<file path="src/rtl/seg_frame_sched.sv">
// seg_frame_sched
//    Shares one serial seven-segment shift chain between two 64-bit frame
//    requesters (score panel = source 0, banner panel = source 1).
//    Requests are arbitrated round-robin. The granted frame is captured
//    into a shift register and sent MSB-first. seg_dt changes on the
//    falling side of seg_clk and is sampled by the chain on the rising
//    side.
//
//    Parameter:
//       DIV      clk cycles per seg_clk half-period (1..255)
//    Ports:
//       clk, rst         system clock, asynchronous active-high reset
//       req0, frame0     score request (level) and frame
//       req1, frame1     banner request (level) and frame
//       grant0, grant1   one-cycle capture pulses
//       busy             grant cycle through done cycle
//       done             one-cycle pulse after the last bit's high phase
//       seg_clk, seg_dt  shift clock and serial data to the chain
//       seg_clr, seg_en  active-low chain clear, chain output enable
module seg_frame_sched #(
   parameter int DIV = 2
) (
   input  logic        clk,
   input  logic        rst,
   input  logic        req0,
   input  logic [63:0] frame0,
   input  logic        req1,
   input  logic [63:0] frame1,
   output logic        grant0,
   output logic        grant1,
   output logic        busy,
   output logic        done,
   output logic        seg_clk,
   output logic        seg_clr,
   output logic        seg_dt,
   output logic        seg_en
);

   localparam int PW = $clog2(DIV + 1);
   localparam logic [PW-1:0] PH_LAST = PW'(DIV - 1);

   typedef enum logic [1:0] {IDLE, LOW, HIGH, DONE} state_t;

   state_t        state;
   state_t        state_next;
   logic [63:0]   shreg;
   logic [5:0]    bit_idx;
   logic [PW-1:0] phase;
   logic          last_grant;

   logic arb_en, start, pick0, pick1, ph_end, last_bit;
   logic grant0_next, grant1_next, busy_next, done_next;
   logic seg_clk_next, seg_dt_next;

   // Arbitration is open in IDLE and also in DONE, so a request already
   // waiting when a transfer finishes is granted without passing IDLE.
   assign arb_en   = (state == IDLE) || (state == DONE);
   assign start    = arb_en && (req0 || req1);
   // On a tie the source that was not granted last wins.
   assign pick0    = req0 && (!req1 || last_grant);
   assign pick1    = req1 && (!req0 || !last_grant);
   assign ph_end   = (phase == PH_LAST);
   assign last_bit = (bit_idx == 6'd0);

   // State register
   always_ff @(posedge clk or posedge rst) begin
      if (rst) state <= IDLE;
      else     state <= state_next;
   end

   // Next-state logic
   always_comb begin
      state_next = state;
      case (state)
         IDLE:    if (start) state_next = LOW;
         LOW:     if (ph_end) state_next = HIGH;
         HIGH:    if (ph_end) state_next = last_bit ? DONE : LOW;
         DONE:    state_next = start ? LOW : IDLE;
         default: state_next = IDLE;
      endcase
   end

   // Output logic: next values of the registered outputs
   always_comb begin
      grant0_next  = 1'b0;
      grant1_next  = 1'b0;
      done_next    = 1'b0;
      busy_next    = busy;
      seg_clk_next = seg_clk;
      seg_dt_next  = seg_dt;
      case (state)
         IDLE, DONE: begin
            seg_clk_next = 1'b0;
            if (start) begin
               grant0_next = pick0;
               grant1_next = pick1;
               busy_next   = 1'b1;
               seg_dt_next = pick0 ? frame0[63] : frame1[63];
            end else begin
               busy_next   = 1'b0;
               seg_dt_next = 1'b0;
            end
         end
         LOW: begin
            if (ph_end) seg_clk_next = 1'b1;
         end
         HIGH: begin
            if (ph_end) begin
               seg_clk_next = 1'b0;
               if (last_bit) begin
                  done_next   = 1'b1;
                  seg_dt_next = 1'b0;
               end else begin
                  // Next bit appears on the same edge that drops seg_clk.
                  seg_dt_next = shreg[62];
               end
            end
         end
         default: ;
      endcase
   end

   // Datapath and output registers
   always_ff @(posedge clk or posedge rst) begin
      if (rst) begin
         shreg      <= 64'd0;
         bit_idx    <= 6'd0;
         phase      <= '0;
         last_grant <= 1'b1;
         grant0     <= 1'b0;
         grant1     <= 1'b0;
         busy       <= 1'b0;
         done       <= 1'b0;
         seg_clk    <= 1'b0;
         seg_dt     <= 1'b0;
      end else begin
         grant0  <= grant0_next;
         grant1  <= grant1_next;
         busy    <= busy_next;
         done    <= done_next;
         seg_clk <= seg_clk_next;
         seg_dt  <= seg_dt_next;
         if (start) begin
            shreg      <= pick0 ? frame0 : frame1;
            bit_idx    <= 6'd63;
            phase      <= '0;
            last_grant <= pick1;
         end else if (state == LOW || state == HIGH) begin
            if (ph_end) begin
               phase <= '0;
               if (state == HIGH && !last_bit) begin
                  shreg   <= shreg << 1;
                  bit_idx <= bit_idx - 6'd1;
               end
            end else begin
               phase <= phase + 1'b1;
            end
         end
      end
   end

   // Chain clear/enable release on the first edge after reset and stay set.
   always_ff @(posedge clk or posedge rst) begin
      if (rst) begin
         seg_clr <= 1'b0;
         seg_en  <= 1'b0;
      end else begin
         seg_clr <= 1'b1;
         seg_en  <= 1'b1;
      end
   end

endmodule

</file>
<file path="config.mk">
export PLATFORM = sky130hd
export DESIGN_NAME = seg_frame_sched
export DESIGN_NICKNAME = d
export VERILOG_FILES = /design/src/rtl/seg_frame_sched.sv
export SDC_FILE = /design/constraint.sdc
export NUM_CORES = 1
export LEC_CHECK = 0
export CORE_MARGIN = 3
export CORE_UTILIZATION = 30
export CTS_BUF_LIST = sky130_fd_sc_hd__clkbuf_8 sky130_fd_sc_hd__clkbuf_16
export CTS_CLUSTER_DIAMETER = 200
export DETAILED_ROUTE_END_ITERATION = 8
export GPL_TIMING_DRIVEN = 0
export PLACE_DENSITY = 0.64
export SYNTH_ARGS = -nofsm -noshare
export SYNTH_HDL_FRONTEND = slang
export SYNTH_SLANG_ARGS = --single-unit
export TNS_END_PERCENT = 50
</file>
<file path="constraint.sdc">
create_clock -name clk -period 4 [get_ports clk]
set_input_delay 1.2 -clock clk [delete_from_list [all_inputs] [get_ports clk]]
set_output_delay 1.2 -clock clk [all_outputs]
set_load 0.05 [all_outputs]
</file>
# Word-level counts from Yosys, hierarchy flattened
# Index checks and enable logic that the tools add are counted.
# word_totals
elab_cells	79
inputBits	132
register_bits	81
output_inout_bits	8
# classes
n_mux	34
n_eq_ne	7
n_addsub	2
n_reduce_logical	24
# ops
op	n
$mux W63	5
$mux W6	4
$mux W1	15
$mux W2	7
$pmux W2 S4	1
$reduce_bool A2 Y1	4
$logic_not A6 Y1	1
$ne A2 B2 Y1 const B	3
$reduce_and A3 Y1	2
$sub A6 B1 Y6 const B	1
$logic_or A1 B1 Y1	5
$eq A2 B1 Y1 const B	2
$eq A2 B2 Y1 const B	2
$logic_and A1 B1 Y1	4
$logic_not A1 Y1	4
$reduce_and A2 Y1	2
$pmux W1 S3	1
$add A2 B1 Y2 const B	1
$logic_not A2 Y1	1
$pmux W1 S2	1
$reduce_or A2 Y1	1

# Longest topological paths before layout
# Gate-level depths: netlist (run 1).
# logic_depth
ltp_word	7
ltp_mapped	9
depth_no_buf	6

# Worst setup path before layout (run 1)
# OpenSTA, ideal clock, no wires.
# synth_timing
kind	in2reg
startpoint	input port req1
endpoint	register shreg[44]
t_arrival_ps	2198
setup_ps	87
path_slack_ps	1716
required_ps	3913
n_path_buf	2
path_stages	5
path_cell_list	o21ba_2 > buf_2 > buf_1 > nor3_2 > a211oi_2
# synth_via
elab_chain_cells	5
elab_cells_between_ends	11
# synth_rtl
element	line	source
start, declared	27	input logic req1,
$logic_not A1 Y1	60	assign pick0 = req0 && (!req1 || last_grant);
$logic_or A1 B1 Y1	60	
$logic_and A1 B1 Y1	60	
$mux W63	144	shreg <= pick0 ? frame0 : frame1;
$mux W63	143	if (start) begin
end signal, assigned	144	
end signal, assigned	152	shreg <= shreg << 1;
end, declared	46	logic [63:0] shreg;
# Several ways; a longest one is shown, not always the timed one.
# A chain may end at the register's enable or synchronous reset.

# Final worst setup path (run 1)
# layout_timing
startpoint	input port req0
endpoint	register shreg[34]
# layout_via
elab_chain_cells	4
elab_cells_between_ends	9
# layout_rtl
element	line	source
start, declared	25	input logic req0,
$logic_or A1 B1 Y1	58	assign start = arb_en && (req0 || req1);
$logic_and A1 B1 Y1	58	
$reduce_bool A2 Y1 (no line)	n/a	
$reduce_and A3 Y1 (no line)	n/a	
# Several ways; a longest one is shown, not always the timed one.

==> flow_metrics.tcl, run 1 <==
set metrics [dict create \
    status "finished clean" \
    mostFrequentLayoutCell "clkdlybuf4s50_1" \
    reg2regPathDepth 7 \
    dp_hpwl_um 9415 \
    track_usage 0.1567 \
    rr_endpoint "shreg[51]" \
    area_delta_synth_final_pct 43.62 \
    cp_slowest_cell "clkdlybuf4s50_1" \
    final_cell_mix "clkdlybuf4s50_1, dfrtp_1, nor2_1, o22ai_1, nor3_1" \
    ctsResizeCount 0 \
    post-route-period-util 0.7414 \
    p_leak_nw 2.362 \
    rsz0062_at_grt "false" \
    grt_pass1_wl_um 20530 \
    ioPinCount 140 \
    syn_avg_cell_area_um2 9.965 \
    die_y_um 128.4 \
    timing.final.crit_period_ns 2.966 \
    die_w_um 128.4 \
    regArea_um2 2028 \
    synth_top_area_cell "dfrtp_1" \
    dp_slack_ns 0.6926 \
    design.die.area_um2 16490 \
    cts.clk_slew.worst_paths_ns 0.06 \
    worst_path_most_repeated_cell "nand2_1" \
    initial_core_util 0.3081 \
    clock-sinks 81 \
    reg2reg_from "state[0]" \
    routed_wl_um 12830 \
    crit_fanout 10 \
    slowest_delay_ns 0.59 \
    cp.required_ns 4.24 \
    fin_nets 739 \
    fillers 1367 \
    num_vias 4084 \
    holdPathEnd "busy" \
    finalSetupTns_ns 0 \
    path_class "primary input to flip-flop" \
    insertion_delay_ns 0.34 \
    crit_buf_inv 2 \
    arrival_ns 3.20 \
    cts_buffer_depth 2 \
    cp-end-kind "flip-flop" \
    synth_seq_cells 81 \
    gp_congestion 0.7686 \
    power_density_nw_per_um2 705.5 \
    async_reset_ff_frac 1.000 \
    antenna_cells 0 \
    start_kind "primary input" \
    synth_edf_count 0 \
    synthFlopType "dfrtp_1" \
    design.core.area_um2 14590 \
    hp-start "busy" \
    finClkSkew_ns 0.007484 \
    hold_path_class "flip-flop to flip-flop" \
    post_cts_buffers 0 \
    cts_buffers 9 \
    synthesis.nets 588 \
    routed_via_density 5.163 \
    tightest_slew_ns 0.6915 \
    wl_per_cell_um 16.22 \
    first_global_vias 4112 \
    ys_warn_count 0 \
    cts_tree "built" \
    slew_violations 0 \
    grt_overflow 0 \
    fmax_mhz 337.2 \
    drc 0 \
    ys_top_cells_by_area "dfrtp_1, a211oi_2, o22ai_1, nor2_1, nor3_1" \
    dr.pass1.iters 4 \
    synthesis.instances 451 \
    syn-cell-area_um2 4494 \
    crit_chain "clkdlybuf4s50_1 -> nand2_1 -> nand2_1 -> clkbuf_1 -> o22ai_1 -> a211oi_1" \
    relSlewSlack 0.5390 \
    hold_buffers 0 \
    finalHoldViolCount 0 \
    finalSetupViolations 0 \
    antenna_found_initial 0 \
    h-tree-depth 3 \
    drt_iter0_drc 190 \
    drive_gt1_frac 0.1631 \
    ir_worst_vdd_mv 0.2649 \
    root_buffer "clkbuf_16" \
    seq_area_frac_synth 0.4513 \
    rows 44 \
    setup_slack_ns 1.034 \
    hold_depth 2 \
    multi_input_area_um2 2202 \
    path_delay_family "buffers and inverters" \
    grt_max_degree 54 \
    synthDominantCellAreaShare 0.4454 \
    maxCapViolCount 0 \
    placed_area_um2 6146 \
    finalPower_mw 4.554 \
    r2r_slack_ns 1.58 \
    yosysUniqueCellTypes 46 \
    ant_nets 0 \
    finish.instance_area_um2 6455 \
    io_buffers 139 \
]
-- worst max-delay path by stage --
stage | to | cells past startpoint | startpoint | slack [ns]
2_1_floorplan | bit_idx[0] | 1 | rst | 0.72
3_3_place_gp | grant0 | 2 | rst | -0.64
3_5_place_dp | shreg[39] | 7 | req1 | 0.69
4_1_cts | shreg[24] | 7 | req1 | 1.05
5_1_grt | shreg[24] | 7 | req1 | 0.82
6_report | shreg[34] | 6 | req0 | 1.03
-- synth_stat cells, drive strengths merged, types with 2 or more instances --
master	n
o21ai	7
nor3	64
nand3	3
buf	16
o22ai	61
a2bb2oi	2
nor2	69
ha	5
o311ai	2
nand2b	2
a21oi	4
and3	3
nor2b	2
a21o	2
o21ba	2
nand2	8
inv	6
a22oi	2
a31oi	2
a211oi	62
dfrtp	80
clkbuf	28
-- power by group --
group	switching (mW)	internal (mW)	total, mW
logic	1.33	0.946	2.27
registers	0.218	1.20	1.42
clock network	0.331	0.529	0.861
total	1.88	2.68	4.55
-- routing by layer --
layer / global-route usage / wire, µm / vias to the layer above
li1: - / - / 2007
met3: 0.04110 / 675 / 14
met1: 0.2055 / 5844 / 1954
met5: 0 / 0 / -
met2: 0.2550 / 6144 / 109
met4: 0.04682 / 166 / 0
-- layout make-up --
type / count / share of cell area
multi-input cells: 319 / 0.3412
flip-flops and latches: 81 / 0.3142
repair buffers: 140 / 0.2198
clock buffers: 12 / 0.04129
plain buffers: 44 / 0.03683
well taps: 184 / 0.03567
clock inverters: 4 / 0.006590
inverters: 7 / 0.004458
-- kinds of logic (layout without fill, tap and decap cells) --
group / after synthesis / count (layout) / synth area share
multiplexers: 1 / 1 / 0.002505
buffers and inverters: 51 / 207 / 0.05874
adder cells (fa/ha/maj): 5 / 5 / 0.01392
AO/OA/AOI/OAI: 155 / 155 / 0.2951
flip-flops: 81 / 81 / 0.4513
AND/OR/NAND/NOR: 156 / 156 / 0.1757
other: 1 / 1 / 0.0008344
XOR/XNOR: 1 / 1 / 0.001949
-- worst reg2reg max path: cells and delay by family (launching register included) --
| kind | cells | cell delay, ns |
|---|---|---|
| buf+inv | 3 | 0.95 |
| compound gates | 2 | 0.51 |
| flops | 1 | 0.41 |
| fa+ha+maj | 1 | 0.36 |
| simple gates | 1 | 0.11 |
-- per-stage QoR --
step | instances | util | hold slack (ns)
after global placement | 774 | 0.4192 | 0.4657
after CTS | 791 | 0.4425 | 0.4807
after floorplan | 451 | - | 0.4665
final | 791 | 0.4425 | 0.4720
after detailed placement | 775 | 0.4213 | 0.4652
after global routing | 791 | 0.4425 | 0.5189
-- state kept, by name, summed over array words and instances, names as in the netlist --
signal      flops
seg_dt          1
grant1          1
phase           2
done            1
shreg          63
seg_clk         1
grant0          1
seg_en          1
bit_idx         6
state           2
busy            1
last_grant      1
(Power assumes the default switching activity.)
==> run 2: changes to the inputs <==
- clock period: 4 -> 2.75 ns (I/O delays scaled with it)
==> run 2 against run 1 <==
Effect of this change: design area is 0.19% higher; hold slack better by 0.0020 ns; final cell count is 0.13% higher; first-iteration DRC count is 29% higher; via count is 1.1% higher; sequential share of layout area is 0.061 points lower; combinational power is 47% higher; clock power is 41% higher; critical path depth is 1 higher; die area stayed put; critical path type unchanged.
==> flow_metrics.tcl, run 2 (synthesis gave the netlist of run 1 again) <==
set metrics [dict create \
    status "finished clean" \
    wl_per_cell_um 16.39 \
    fmax_mhz 382.7 \
    timing.final.crit_period_ns 2.613 \
    ir_worst_vdd_mv 0.3488 \
    antenna_cells 0 \
    root_buffer "clkbuf_16" \
    maxCapViolCount 0 \
    largest_register "shreg" \
    fin_nets 740 \
    postLayoutCoreUtil 0.4433 \
    ctsResizeCount 0 \
    cts_buffer_depth 2 \
    die_y_um 128.4 \
    first_global_vias 4187 \
    area_delta_synth_final_pct 43.90 \
    arrival_ns 2.83 \
    design.die.area_um2 16490 \
    finish.instance_area_um2 6467 \
    post-route-period-util 0.9502 \
    cts.clk_slew.worst_paths_ns 0.06 \
    start_kind "primary input" \
    insertion_delay_ns 0.33 \
    cts_tree "built" \
    ioPinCount 140 \
    track_usage 0.1592 \
    finalPower_mw 6.608 \
    drt_iter0_drc 245 \
    drive_gt1_frac 0.1694 \
    rows 44 \
    slowest_delay_ns 0.54 \
    dp_hpwl_um 9510 \
    final_cell_mix "clkdlybuf4s50_1, dfrtp_1, nor2_1, o22ai_1, nor3_1" \
    rsz0062_at_grt "true" \
    cp.required_ns 2.97 \
    cp_slowest_cell "clkdlybuf4s50_1" \
    finClkSkew_ns 0.005674 \
    grt_pass1_wl_um 21070 \
    clock-sinks 81 \
    relSlewSlack 0.5293 \
    antenna_found_initial 0 \
    routed_via_density 5.212 \
    grt_max_degree 43 \
    design.core.area_um2 14590 \
    hold_buffers 0 \
    post_cts_buffers 0 \
    num_vias 4128 \
    die_w_um 128.4 \
    dr.pass1.iters 4 \
    path_class "primary input to flip-flop" \
    initial_core_util 0.3081 \
    reg_top3 "shreg (63), bit_idx (6)" \
    slew_violations 0 \
    placed_area_um2 6160 \
    finalSetupViolations 0 \
    grt_overflow 0 \
    io_buffers 139 \
    ant_nets 0 \
    crit_buf_inv 3 \
    crit_fanout 10 \
    p_leak_nw 2.350 \
    mostFrequentLayoutCell "clkdlybuf4s50_1" \
    power_density_nw_per_um2 1022 \
    crit_chain "clkdlybuf4s50_1 -> and2b_1 -> nand2b_1 -> buf_2 -> clkbuf_1 -> o22ai_1 -> a211oi_1" \
    largest_register_ffs 63 \
    h-tree-depth 3 \
    finalHoldViolCount 0 \
    gp_congestion 0.7482 \
    drc 0 \
    cts_buffers 9 \
    hold_path_class "flip-flop to flip-flop" \
    routed_wl_um 12980 \
    path_delay_family "buffers and inverters" \
    tightest_slew_ns 0.7060 \
    cp-end-kind "flip-flop" \
]
## run 2: per-stage QoR
stage	instances	hold WS, ns	setup slack (ns)	TNS, ns
2_1_floorplan	451	0.4665	0.7503	0
3_3_place_gp	774	0.4662	-0.1504	-5.288
3_5_place_dp	776	0.4651	-0.1733	-6.634
4_1_cts	792	0.4797	0.1575	0
5_1_grt	792	0.5187	-0.004491	-0.004491
6_report	792	0.4741	0.1371	0
## run 2: power breakdown
group,leakage [nW],internal (mW),total [mW],switching [mW]
Combinational,1.32,1.38,3.33,1.95
Sequential,0.890,1.75,2.07,0.322
Clock,0.145,0.729,1.21,0.482
Total,2.35,3.86,6.61,2.75
## run 2: path summary, 6_finish.rpt
path                              end  slack [ns]  startpoint  cells after the start
setup / recovery            shreg[34]        0.14        req1                      7
hold / removal                   busy        0.47        busy                      2
setup reg to reg            shreg[46]        0.30    state[0]                      7
hold reg to reg                  busy        0.47        busy                      2
max in group asynchronous  last_grant        1.30         rst                      4
min in group asynchronous    shreg[8]        0.89         rst                      3
## run 2: layer usage
metal  wire, µm  share of wire  vias to the layer above  GRT usage
met5          0              0                        -          0
met4        104         0.0080                        0    0.05306
met3        702          0.054                        8    0.03113
met2       6328           0.49                      120     0.2553
met1       5843           0.45                     1990     0.2165
li1           -              -                     2010          -
## run 2: worst reg2reg max path: stages (launching register included)
cell and delay [ns]:
dfrtp_1 0.42, inv_1 0.12, ha_1 0.37, o21ba_2 0.33
buf_2 0.26, buf_1 0.58, nor3_2 0.11, a211oi_2 0.19
## run 2: area by class of cell
type / instances / area [µm²]
sequential: 81 / 2028
multi-input combinational: 319 / 2202
clock buffer: 10 / 239.0
fill: 1360 / 8122
buffer: 44 / 239.0
tap: 184 / 230.2
timing repair buffer: 141 / 1431
inverter: 7 / 30.03
clock inverter: 6 / 67.56
